--- config.mk ---
export PLATFORM = sky130hd
export DESIGN_NAME = step_mode_counter
export DESIGN_NICKNAME = d
export VERILOG_FILES = /design/src/rtl/step_mode_counter_pkg.sv /design/src/rtl/step_mode_counter_tick_prescaler.sv /design/src/rtl/step_mode_counter.sv
export SDC_FILE = /design/constraint.sdc
export NUM_CORES = 1
export LEC_CHECK = 0
export BUFFER_PORTS_ARGS = -buffer_cell sky130_fd_sc_hd__buf_2
export CORE_MARGIN = 8
export CORE_UTILIZATION = 52
export CTS_CLUSTER_SIZE = 8
export DETAILED_ROUTE_END_ITERATION = 10
export GPL_TIMING_DRIVEN = 0
export PLACE_DENSITY = 0.86
export SLEW_MARGIN = 20
export SYNTH_ARGS = -nofsm -noshare
export SYNTH_HDL_FRONTEND = slang
export SYNTH_SLANG_ARGS = --single-unit
--- constraint.sdc ---
create_clock -name clk -period 1.98 [get_ports clk]
set_clock_uncertainty 0.15 [all_clocks]
set_input_delay 0.297 -clock clk [delete_from_list [all_inputs] [get_ports clk]]
set_output_delay 0.297 -clock clk [all_outputs]
set_load 0.005 [all_outputs]
--- src/rtl/step_mode_counter_pkg.sv ---
`default_nettype none
// ============================================================================
//  Module      : step_mode_counter_pkg
//  Description : Shared types and constants for the step-mode counter.
//  Revision    : 1.0 - initial release
// ============================================================================
package step_mode_counter_pkg;

    // Step rule applied on each count tick
    typedef enum logic [1:0] {
        MODE_EVEN = 2'd0,
        MODE_ODD  = 2'd1,
        MODE_BIN  = 2'd2,
        MODE_STEP = 2'd3
    } mode_t;

    // Even/odd modes move by two so that parity is preserved
    localparam int c_PARITY_STEP = 2;

endpackage : step_mode_counter_pkg
`default_nettype wire

--- src/rtl/step_mode_counter_tick_prescaler.sv ---
`default_nettype none
// ============================================================================
//  Module      : tick_prescaler
//  Description : Divides clk by DIV; tick_en is high for the single enabled
//                cycle in which the counter sits at DIV-1 (the terminal
//                value), so the caller updates on that same edge.
//  Revision    : 1.0 - initial release
// ============================================================================
module tick_prescaler #(
    parameter int DIV = 50_000_000
) (
    input  logic clk,
    input  logic clr,
    input  logic en,
    input  logic sync_clr,
    output logic tick_en
);

    // Counter must hold 0..DIV-1; DIV=1 still gets a one-bit register that stays 0
    localparam int              c_CW   = (DIV > 1) ? $clog2(DIV) : 1;
    localparam logic [c_CW-1:0] c_LAST = c_CW'(DIV - 1);

    logic [c_CW-1:0] r_cnt;
    logic            w_last;

    assign w_last = (r_cnt == c_LAST);

    // Terminal value is suppressed by en=0 and overridden by a synchronous clear
    assign tick_en = en & w_last & ~sync_clr;

    // Prescaler count: clear wins, otherwise advance only while enabled
    always_ff @(posedge clk or posedge clr) begin
        if (clr) begin
            r_cnt <= '0;
        end else if (sync_clr) begin
            r_cnt <= '0;
        end else if (en) begin
            r_cnt <= w_last ? '0 : r_cnt + c_CW'(1);
        end
    end

endmodule : tick_prescaler
`default_nettype wire

--- src/rtl/step_mode_counter.sv ---
`default_nettype none
// ============================================================================
//  Module      : step_mode_counter
//  Description : Prescaled up/down counter with even, odd, binary and
//                custom-step rules, synchronous load, tick and wrap pulses.
//  Revision    : 1.0 - initial release
// ============================================================================
module step_mode_counter
    import step_mode_counter_pkg::*;
#(
    parameter int WIDTH = 4,
    parameter int DIV   = 50_000_000
) (
    input  logic             clk,
    input  logic             clr,
    input  logic             en,
    input  logic [1:0]       mode,
    input  logic             dir,
    input  logic [WIDTH-1:0] step,
    input  logic             load,
    input  logic [WIDTH-1:0] load_val,
    output logic [WIDTH-1:0] q,
    output logic             tick,
    output logic             wrap
);

    logic [WIDTH-1:0] r_q;
    logic             r_tick;
    logic             r_wrap;

    logic             w_tick_en;
    logic [WIDTH-1:0] w_base;
    logic [WIDTH-1:0] w_delta;
    logic [WIDTH:0]   w_sum;

    // A load restarts the prescaler so the next tick lands DIV cycles later
    tick_prescaler #(
        .DIV      (DIV)
    ) u_prescaler (
        .clk      (clk),
        .clr      (clr),
        .en       (en),
        .sync_clr (load),
        .tick_en  (w_tick_en)
    );

    // Operand selection; parity modes first force the LSB so a mismatch is
    // corrected on the first tick after a mode change
    always_comb begin
        w_base  = r_q;
        w_delta = WIDTH'(1);
        case (mode_t'(mode))
            MODE_EVEN: begin
                w_base  = {r_q[WIDTH-1:1], 1'b0};
                w_delta = WIDTH'(c_PARITY_STEP);
            end
            MODE_ODD: begin
                w_base  = {r_q[WIDTH-1:1], 1'b1};
                w_delta = WIDTH'(c_PARITY_STEP);
            end
            MODE_BIN: begin
                w_delta = WIDTH'(1);
            end
            MODE_STEP: begin
                w_delta = step;
            end
            default: begin
                w_delta = WIDTH'(1);
            end
        endcase
    end

    // One extra bit carries the carry-out (up) or borrow-out (down)
    always_comb begin
        if (dir) begin
            w_sum = {1'b0, w_base} - {1'b0, w_delta};
        end else begin
            w_sum = {1'b0, w_base} + {1'b0, w_delta};
        end
    end

    // Count register with load priority over a coincident tick
    always_ff @(posedge clk or posedge clr) begin
        if (clr) begin
            r_q    <= '0;
            r_tick <= 1'b0;
            r_wrap <= 1'b0;
        end else if (load) begin
            r_q    <= load_val;
            r_tick <= 1'b0;
            r_wrap <= 1'b0;
        end else if (w_tick_en) begin
            r_q    <= w_sum[WIDTH-1:0];
            r_tick <= 1'b1;
            r_wrap <= w_sum[WIDTH];
        end else begin
            r_tick <= 1'b0;
            r_wrap <= 1'b0;
        end
    end

    assign q    = r_q;
    assign tick = r_tick;
    assign wrap = r_wrap;

endmodule : step_mode_counter
`default_nettype wire

After elaboration in Yosys (flattened, before gate mapping)

Cells that the tools add are included.

Bits in registers: 32
Input port bits: 15
Output and inout port bits: 6
Logic and storage cells: 30

Add/subtract/negate cells: 3
Equal/unequal tests: 4
Mux-type cells: 12
Bitwise operators: 3
Reduce and logical (&&, ||, !) cells: 4

Operator list:

| kind                  | number |
|---|---|
| $mux 26               | 3 |
| $add 26x1->26 const B | 1 |
| $eq 26x26->1 const B  | 1 |
| $pmux 4 s3            | 1 |
| $mux 4                | 2 |
| $add 4x4->5           | 1 |
| $mux 5                | 1 |
| $sub 4x4->5           | 1 |
| $eq 2x2->1 const B    | 2 |
| $mux 1                | 4 |
| $reduce_bool 2->1     | 2 |
| $and 1x1->1           | 2 |
| $eq 2x1->1 const B    | 1 |
| $logic_not 2->1       | 1 |
| $pmux 1 s2            | 1 |
| $reduce_or 2->1       | 1 |
| $not 1->1             | 1 |

Longest topological paths before layout

Depth in word-level cells: 7
Gate-level depth with buffers: 11
Mapped depth without buffers: 11

Hierarchy

From an unflattened synthesis, not the netlist that was laid out.

Cells, all modules: 223
Area total of the unflattened synthesis: 2005.7 um^2

Modules (own cells, without submodules):

| module            | times used | cells each | area each (um^2) | sequential area each (um^2) |
|---|---|---|---|---|
| tick_prescaler    | 1          | 162        | 1488.9           | 650.6 |
| step_mode_counter | 1          | 61         | 516.7            | 150.1 |

Least setup slack after synthesis

No wires, ideal clock.

Path kind: input-to-reg
Start: input port mode[1]
End: register r_q[3], in the netlist q[3]
Setup time: 83 ps
Arrival: 1977 ps
Path slack: -230 ps
Cell stages on the path: 10
Path through: a21boi_0 > ha_1 > nor2_1 > xor2_1 > ha_1 > nor2b_1 > a221oi_1 > xnor2_1 > mux2i_1 > o21ai_0

Cells in the longest elaborated chain, start to end: 7

RTL lines:

| element                                              | RTL line                                         | text |
|---|---|---|
| from (decl)                                          | step_mode_counter.sv:17                          | `input logic [1:0] mode,` |
| $eq 2x1->1 / $logic_not 2->1 (equally long branches) | step_mode_counter.sv:52                          | `case (mode_t'(mode))` |
| $reduce_or 2->1 (no source line)                     | n/a                                              |  |
| $pmux 4 s3                                           | step_mode_counter.sv:52                          |  |
| $add 4x4->5 / $sub 4x4->5 (equally long branches)    | step_mode_counter.sv:78, step_mode_counter.sv:76 |  |
| $mux 5 (*)                                           | step_mode_counter.sv:75                          | `if (dir) begin` |
| $mux 4 (*)                                           | step_mode_counter.sv:92                          | `end else if (w_tick_en) begin` |
| $mux 4 (*)                                           | step_mode_counter.sv:88                          | `end else if (load) begin` |
| to (signal assigned)                                 | step_mode_counter.sv:89                          | `r_q <= load_val;` |
| to (signal assigned)                                 | step_mode_counter.sv:93                          | `r_q <= w_sum[WIDTH-1:0];` |
| to (decl)                                            | step_mode_counter.sv:27                          | `logic [WIDTH-1:0] r_q;` |

Mark *: on every way between the ends. The rest lies on a longest branch, timed or not. The select of a mux whose other input is x is not followed.
A chain may end at the register's enable or synchronous reset.

Final worst setup path

Start: register u_prescaler.r_cnt[10]
End: register u_prescaler.r_cnt[16]

Cells in the longest elaborated chain, start to end: 4

RTL lines:

| element                                              | RTL line                                                                       | text |
|---|---|---|
| from (decl)                                          | step_mode_counter_tick_prescaler.sv:23                                         | `logic [c_CW-1:0] r_cnt;` |
| from (signal assigned)                               | step_mode_counter_tick_prescaler.sv:38                                         | `r_cnt <= w_last ? '0 : r_cnt + c_CW'(1);` |
| $add 26x1->26 / $eq 26x26->1 (equally long branches) | step_mode_counter_tick_prescaler.sv:38, step_mode_counter_tick_prescaler.sv:26 |  |
| $mux 26 (*)                                          | step_mode_counter_tick_prescaler.sv:38                                         |  |
| $mux 26 (*)                                          | step_mode_counter_tick_prescaler.sv:37                                         | `end else if (en) begin` |
| $mux 26 (*)                                          | step_mode_counter_tick_prescaler.sv:35                                         | `end else if (sync_clr) begin` |

Marks and branches as above.

==> flow_metrics.py <==
metrics = {
    "route": {
        "drcViolationCount": 0,
        "first_iter_violations": 94,
        "drt_pass1_iterations": 4,
        "wire_per_inst_um": 15.5,
        "viasPerCell": 5.53,
        "vias": 1638,
        "drtAntennaViolNets": 0,
        "wl_mm": 4.58,
    },
    "logic_synthesis": {
        "ys.flop_type": "dfrtp_1",
        "syn-instance-count": 201,
        "synthArstFlopShare_pct": 100,
        "syn_area_mm2": 0.00194,
        "synth.most_common_cell": "dfrtp_1",
        "synth.net_count": 223,
        "ys_seq_area_share_pct": 41.3,
        "synth_largest_area_cell": "dfrtp_1",
        "synth_edf_count": 0,
        "synth.top_cell.area_share_pct": 41.3,
        "synth.avg_cell_area_um2": 9.65,
        "synth.top_cells.by_area": "dfrtp_1 (41%), xor2_1 (7.7%), nor2_1 (4.8%)",
        "ys_ff_latch": 32,
        "yosysWarnings": 0,
        "synth_cell_type_count": 48,
        "synth_top_cells_by_count": "dfrtp_1 (32), nor2_1 (25), nand2_1 (17), xor2_1 (17), nand3_1 (16)",
    },
    "worst_setup_path": {
        "worst_path_max_delay_cell": "or4b_4",
        "path_buf_inv": 1,
        "cp_cell_sequence": "or4b_4, nor4_4, nand3_2, o21bai_4, buf_6, nor2_2",
        "start_kind": "flop",
        "path_delay_family": "simple AND/OR/NAND/NOR gates",
        "critPathMaxStageDelay_ns": 0.55,
        "path_class": "flop to flop",
        "worstPathRequired_ns": 2.00,
        "cp_max_fo": 5,
        "cp.arrival_ns": 2.18,
        "critPathCaptureType": "flop",
    },
    "clocking": {
        "insertion_delay_ns": 0.28,
        "numCtsBuffers": 5,
        "htree_levels": 2,
        "clockBufferDepth": 2,
        "cts.clk_slew.worst_paths_ns": 0.07,
        "cts_root_buffer": "clkbuf_8",
        "cts_tree": "built",
        "cts_sinks": 32,
    },
    "sta": {
        "slew_headroom_pct": 54.6,
        "hold_viol": 0,
        "grt_setup_unrepaired": "yes",
        "fin_worst_hold_slack_ns": 0.0720,
        "fmax_mhz": 464,
        "setup_viol": 25,
        "finalWorstSetupSlack_ns": -0.177,
        "maxSlewViolCount": 0,
        "worst_slew_pin_slew_ns": 0.679,
        "period_share_pct": 109,
        "fin_crit_ns": 2.16,
    },
    "grt": {
        "antenna_found_initial": 0,
        "grt_pass1_wl_mm": 7.00,
        "grt_usage_pct": 14.3,
        "grt-ovfl-total": 0,
        "grt_start_max_net_pins": 33,
        "grt_pass1_vias": 1582,
    },
    "worst_hold_path": {
        "hold_path_class": "input port to flop",
    },
    "power_and_ir_drop": {
        "p_leak_nw": 1.17,
        "total_power_w": 0.00143,
        "powerDensity_mw_per_mm2": 583,
        "vdd_drop_max_mv": 0.525,
    },
    "final_layout": {
        "syn_to_final_growth_pct": 26.3,
        "insertedDiodeCount": 0,
        "drive_above_1_share_pct": 31.5,
        "nets": 269,
        "final_cell_area_mm2": 0.00245,
    },
    "status": {
        "outcome": "finished, violations left",
        "violations": "negative setup slack",
    },
    "floorplanning": {
        "design.die.area_mm2": 0.00594,
        "fp.dieW_um": 77.1,
        "core_mm2": 0.00363,
        "io_pins": 21,
        "initial_core_util_pct": 53.4,
        "rows": 22,
        "die_y_um": 77.1,
    },
    "placed_design": {
        "portBuffers": 20,
        "dp_hpwl_mm": 2.87,
        "pre_cts_ws_ns": -0.466,
        "post_dp_cell_area_mm2": 0.00215,
        "routabilityCongestion": 0.812,
    },
    "job": {
        "drv_cap": 0,
    },
}
[power by group]
part | internal, W | leakage [nW] | total (W) | switching [W]
combinational | 0.000114 | 0.684 | 0.000235 | 0.000121
sequential | 0.000664 | 0.436 | 0.000674 | 0.0000103
clock | 0.000277 | 0.0510 | 0.000521 | 0.000244
[worst paths after layout]
kind,start,end,slack [ns],cells past startpoint
setup reg to reg,u_prescaler.r_cnt[10],u_prescaler.r_cnt[16],-0.18,6
setup / recovery,u_prescaler.r_cnt[10],u_prescaler.r_cnt[16],-0.18,6
hold reg to reg,u_prescaler.r_cnt[22],u_prescaler.r_cnt[22],0.40,2
min in group asynchronous,clr,u_prescaler.r_cnt[17],0.50,3
max in group asynchronous,clr,u_prescaler.r_cnt[8],0.69,3
hold / removal,load_val[2],q[2],0.07,3
[cell type report]
| class | instances | area (um^2) |
|---|---|---|
| fillers | 286 | 1180 |
| multi-input cells | 156 | 1170 |
| flip-flops and latches | 32 | 802 |
| repair buffers | 39 | 269 |
| clock buffers | 6 | 82.6 |
| well taps | 48 | 60.1 |
| inverters | 8 | 30.0 |
| plain buffers | 5 | 27.5 |
| clock inverters | 2 | 10.0 |
[flip-flops by register name, summed over array words and instances, names as in the netlist]
name,cells
q,4
tick,1
u_prescaler.r_cnt,26
wrap,1
[placed cells by master (no fill, tap or decap), types with 6 or more instances in the layout]
| cell | count |
|---|---|
| a21oi_1 | 6 |
| buf_2 | 19 |
| buf_4 | 16 |
| clkbuf_8 | 6 |
| dfrtp_1 | 31 |
| inv_1 | 7 |
| nand2_1 | 17 |
| nand3_1 | 15 |
| nor2_1 | 18 |
| nor2_2 | 7 |
| xor2_1 | 17 |
[metal layers]
layer	vias up	share of wire (%)	GRT usage [%]
li1	806	-	-
met1	794	45	17.3
met2	32	50	23.4
met3	6	3.5	2.91
met4	0	1.6	7.55
met5	-	0	0
[through the flow]
stage | utilization, % | std cells | setup TNS (ns)
final | 67.5 | 296 | -3.49
after floorplan | - | 201 | -0.796
after detailed placement | 59.1 | 269 | -5.37
after global routing | 67.5 | 296 | -6.32
after global placement | 59.1 | 269 | -4.22
after CTS | 65.0 | 289 | -3.04
[worst reg2reg max path, stage by stage (launching register included)]
cell	delay (ns)
dfrtp_1	0.40
or4b_4	0.55
nor4_4	0.34
nand3_2	0.16
o21bai_4	0.23
buf_6	0.17
nor2_2	0.04
[cells by family after synthesis]
logic type,share of synthesized area (%)
xor gates and xnor gates,9.93
DFF,41.3
buffers and inverters,2.97
and+or+nand+nor,27.3
muxes,3.16
adders and majority gates,4.90
AOI/OAI and AO/OA,10.5
[repair_timing]
action                                  CTS  global route
cloned                                    1             0
pin swaps                                 7             9
endpoints found under the hold margin    32             0
gates resized for setup                  11            10
hold buffers                              1             0
setup buffers                            10             7
endpoints found under the setup margin   24            25
(Power assumes the default switching activity.)
